File: src/rtl/piso_pkg.sv
// Shared types and helpers for the parallel-in/serial-out shift stage.
package piso_pkg;

  // Controller state: IDLE holds no word, SHIFT is emitting one.
  typedef enum logic {
    IDLE  = 1'b0,
    SHIFT = 1'b1
  } state_t;

  // Width of the beat counter for a given word length (at least one bit).
  function automatic int cnt_w(input int width);
    return (width < 2) ? 1 : $clog2(width);
  endfunction

endpackage

File: src/rtl/shift_cell.sv
// One mux-DFF cell: L=1 captures the parallel input Rin, L=0 captures Qin.
module shift_cell (
  input  logic clk,
  input  logic rst_n,
  input  logic L,
  input  logic Rin,
  input  logic Qin,
  output logic Q
);

  // Select-then-register; clears asynchronously to 0.
  always_ff @(posedge clk or negedge rst_n) begin
    if (!rst_n) Q <= 1'b0;
    else        Q <= L ? Rin : Qin;
  end

endmodule

File: src/rtl/piso_shift_ctrl.sv
// Load/shift controller for a chain of mux-DFF cells.
//
// Handshakes: a transfer happens on a rising edge where valid && ready are
// both high. Valid never depends on ready. The only combinational
// ready-from-ready path is in_ready <- ser_ready on the final bit, which
// lets a new word load in the same edge that the last bit is accepted.
//
// The FSM state is visible on busy (1 = SHIFT).
module piso_shift_ctrl
  import piso_pkg::*;
#(
  parameter int WIDTH     = 8,
  parameter bit MSB_FIRST = 1'b1
) (
  input  logic             clk,
  input  logic             rst_n,
  input  logic             in_valid,
  output logic             in_ready,
  input  logic [WIDTH-1:0] in_data,
  output logic             ser_valid,
  input  logic             ser_ready,
  output logic             ser_out,
  output logic             ser_last,
  output logic             busy
);

  localparam int CNT_W   = cnt_w(WIDTH);
  localparam int OUT_IDX = MSB_FIRST ? WIDTH - 1 : 0;

  state_t             r_state;
  state_t             w_next_state;
  logic [CNT_W-1:0]   r_cnt;
  logic [WIDTH-1:0]   w_q;
  logic [WIDTH-1:0]   w_qin;
  logic               w_load;
  logic               w_beat;

  assign w_load = in_valid & in_ready;
  assign w_beat = ser_valid & ser_ready;

  // State register.
  always_ff @(posedge clk or negedge rst_n) begin
    if (!rst_n) r_state <= IDLE;
    else        r_state <= w_next_state;
  end

  // Next state: load enters SHIFT; the last beat leaves it unless a word reloads.
  always_comb begin
    w_next_state = r_state;
    case (r_state)
      IDLE:    if (w_load) w_next_state = SHIFT;
      SHIFT:   if (w_beat && ser_last && !w_load) w_next_state = IDLE;
      default: w_next_state = IDLE;
    endcase
  end

  // Outputs decoded from state and counter; in_ready held low during reset.
  always_comb begin
    ser_valid = (r_state == SHIFT);
    busy      = (r_state == SHIFT);
    ser_last  = (r_state == SHIFT) && (r_cnt == CNT_W'(WIDTH - 1));
    in_ready  = rst_n && ((r_state == IDLE) || (ser_valid && ser_ready && ser_last));
  end

  // Beat counter: cleared on load, advanced per accepted beat, never past WIDTH-1.
  always_ff @(posedge clk or negedge rst_n) begin
    if (!rst_n)      r_cnt <= '0;
    else if (w_load) r_cnt <= '0;
    else if (w_beat) r_cnt <= ser_last ? '0 : r_cnt + 1'b1;
  end

  // Neighbour wiring: each cell takes the cell further from the output end
  // on a beat and recirculates itself otherwise; the far end fills with 0.
  for (genvar i = 0; i < WIDTH; i++) begin : g_cell
    if (MSB_FIRST) begin : g_msb
      if (i == 0) begin : g_end
        assign w_qin[i] = w_beat ? 1'b0 : w_q[i];
      end else begin : g_mid
        assign w_qin[i] = w_beat ? w_q[i-1] : w_q[i];
      end
    end else begin : g_lsb
      if (i == WIDTH - 1) begin : g_end
        assign w_qin[i] = w_beat ? 1'b0 : w_q[i];
      end else begin : g_mid
        assign w_qin[i] = w_beat ? w_q[i+1] : w_q[i];
      end
    end

    shift_cell u_cell (
      .clk   (clk),
      .rst_n (rst_n),
      .L     (w_load),
      .Rin   (in_data[i]),
      .Qin   (w_qin[i]),
      .Q     (w_q[i])
    );
  end

  assign ser_out = w_q[OUT_IDX];

endmodule

File: config.mk
export PLATFORM = sky130hd
export DESIGN_NAME = piso_shift_ctrl
export DESIGN_NICKNAME = d
export VERILOG_FILES = /design/src/rtl/piso_pkg.sv /design/src/rtl/shift_cell.sv /design/src/rtl/piso_shift_ctrl.sv
export SDC_FILE = /design/constraint.sdc
export NUM_CORES = 1
export LEC_CHECK = 0
export CORE_MARGIN = 2
export CORE_UTILIZATION = 40
export DETAILED_ROUTE_END_ITERATION = 7
export GPL_ROUTABILITY_DRIVEN = 0
export PLACE_DENSITY = 0.73
export REMOVE_ABC_BUFFERS = 1
export SLEW_MARGIN = 20
export SYNTH_ARGS = -nofsm -noshare
export SYNTH_HDL_FRONTEND = slang
export SYNTH_SLANG_ARGS = --single-unit
File: constraint.sdc
create_clock -name clk -period 4.1 [get_ports clk]
set_input_delay 0.82 -clock clk [delete_from_list [all_inputs] [get_ports clk]]
set_output_delay 0.82 -clock clk [all_outputs]
set_load 0.02 [all_outputs]
==> results.yml <==
run_status:
  status: "finished, final reports clean"
place:
  portBuffers: 16
  dpl_cell_area_um2: 827.0
  dpl.hpwl_um: 730.5
clock_network:
  cts_hold_buf: 0
  cts.sinks: 12
  cts.path.max_buffers: 2
  numCtsBuffers: 3
  cts-root-buf: "clkbuf_4"
  path_clk_slew_ps: 70
  htreeDepth: 1
  post_cts_resized: 0
  cts_tree: "built"
  post-cts-setup-buffer-count: 0
  insertion_delay_ps: 280
logic_synthesis:
  synth_area_leaders: "dfrtp_1 45%, mux2_4 22%, mux2_2 5.0%"
  synth_edf_count: 0
  synth_flop_cell: "dfrtp_1"
  yosysSeqAreaShare_pct: 44.86
  synth.cell_area_um2: 669.4
  syn_inst: 50
  synth_top_area_share_pct: 44.86
  synth_xor_area_share_pct: 0
  synth-compound-area-share_pct: 4.112
  avgSynthCellArea_um2: 13.39
  synthSimpleGateAreaFrac_pct: 8.972
  synth_cell_types: 17
  synth_top_area_cell: "dfrtp_1"
  synthAdderAreaFrac_pct: 3.738
  yosys_warnings: 0
  synth_top_family_by_area: "multiplexers"
  synth-seq-cells: 12
  async_reset_ff_share_pct: 100.0
  muxShareOfSynthArea_pct: 32.15
timing:
  slew_headroom_pct: 74.23
  setup_viol: 0
  rsz0062_at_grt: "no"
  fin_crit_sh_pct: 73.80
  setup_tns_ps: 0
  hold_violations: 0
  hold_ws_ps: 531.8
  fin_crit_ps: 3026
  fin_skew_ps: 3.103
  max_freq_mhz: 330.5
  tightest_slew_ps: 385.7
  slew_violations: 0
cells_and_area:
  final_common_cell: "clkdlybuf4s50_1"
  final_area_um2: 863.3
  drive_gt1_share_pct: 30.88
  nNetsFinal: 83
  fin_util_pct: 56.01
  final_cell_mix: "16 x clkdlybuf4s50_1, 12 x dfrtp_1, 10 x mux2_4"
  syn2layout_area_growth_pct: 28.97
  diodes: 0
global_route:
  grt_pass1_wl_um: 1607
  antenna_found_initial: 0
  track_usage_pct: 11.98
  grt_pass1_vias: 382
  grt_max_degree: 15
  overflow: 0
die:
  initial_utilization_pct: 43.43
  die_y_um: 44.91
  die_area_mm2: 0.002017
  coreArea_mm2: 0.001541
  row_count: 14
  die_width_um: 44.91
  io_pins: 17
worst_setup_path:
  required_ps: 3280
  crit_path_end_kind: "primary output"
  cp.arrival_ps: 2210
  r2r_end: "g_cell[6].u_cell.Q"
  crit_fanout: 14
  rr_worst_depth: 5
  crit_type: "in2out"
  cp-start-kind: "primary input"
  r2r_setup_slack_ps: 2310
  rr_startpoint: "r_cnt[0]"
power_and_ir_drop:
  ir_drop_mv: 0.2842
  p_leak_nw: 0.4153
  p_per_area_mw_per_mm2: 561.8
min_path:
  hold_path_end: "g_cell[0].u_cell.Q"
  holdCritStartpoint: "g_cell[0].u_cell.Q"
  worst_hold_path_type: "reg2reg"
  hold_depth: 2
route:
  drtPass1Iterations: 1
  drc: 0
  vias: 403
  drt_iter0_drc: 0
  ant_nets: 0
  vias_per_cell: 4.798
  wl_per_cell_um: 11.54
  drt-total-wl_um: 969
run:
  drv_cap: 0
power breakdown:
part / switching [mW] / internal, mW
Clock: 0.0396 / 0.0541
Sequential: 0.0247 / 0.163
Combinational: 0.0757 / 0.128
Total: 0.140 / 0.345
cells by family after synthesis:
logic type                 count (synthesis)
muxes                                     16
DFF                                       12
and+or+nand+nor                           11
buffers and inverters                      6
AOI/OAI and AO/OA                          3
adders and majority gates                  2
flip-flops by register name, summed over array words and instances (netlist names):
signal           count
busy                 1
r_cnt                3
g_cell.u_cell.Q      8
worst max path at each step:
stage	endpoint	start	slack [ps]	cells past startpoint
global route	in_ready	rst_n	1000	4
global placement	in_ready	rst_n	1050	4
CTS	in_ready	rst_n	1060	4
floorplan	in_ready	ser_ready	2060	2
finish	in_ready	rst_n	1070	4
detailed placement	in_ready	rst_n	1060	4
cells in the mapped netlist, types with 2 or more instances:
library cell and count:
mux2_4 10, dfrtp_1 12, mux2i_1 2, mux2_2 3
ha_1 2, o32ai_1 2, buf_6 2, nor2_1 2
inv_1 3, nand2_1 5
worst max-delay path, cell delays in order:
cell             delay [ps]
clkdlybuf4s50_1         450
buf_4                   200
and2_1                  150
clkdlybuf4s50_1         590
per-layer routing:
| metal | wire length (um) | part of all wire [%] | global-route usage, % | vias up |
|---|---|---|---|---|
| li1 | - | - | - | 207 |
| met2 | 443 | 46 | 17.68 | 10 |
| met5 | 0 | 0 | 0 | - |
| met4 | 24 | 2.5 | 7.059 | 0 |
| met1 | 442 | 46 | 13.71 | 183 |
| met3 | 58 | 6.0 | 6.400 | 3 |
through the flow:
| step | power [mW] | setup slack [ps] | std cells |
|---|---|---|---|
| final | 0.4850 | 1074 | 84 |
| after global routing | 0.5206 | 1005 | 84 |
| after CTS | 0.4926 | 1057 | 84 |
| after detailed placement | 0.3973 | 1057 | 80 |
| after global placement | 0.3895 | 1048 | 80 |
| after floorplan | 0.3363 | 2056 | 47 |
cell type report:
class                           count  area [um^2]
Fill cell                         139        678.2
Timing Repair Buffer               17        167.7
Sequential cell                    12        300.3
Inverter                            3        11.26
Multi-Input combinational cell     32        327.8
Tap cell                           16        20.02
Clock buffer                        4        36.28
Power figures use the tool's default switching activity.
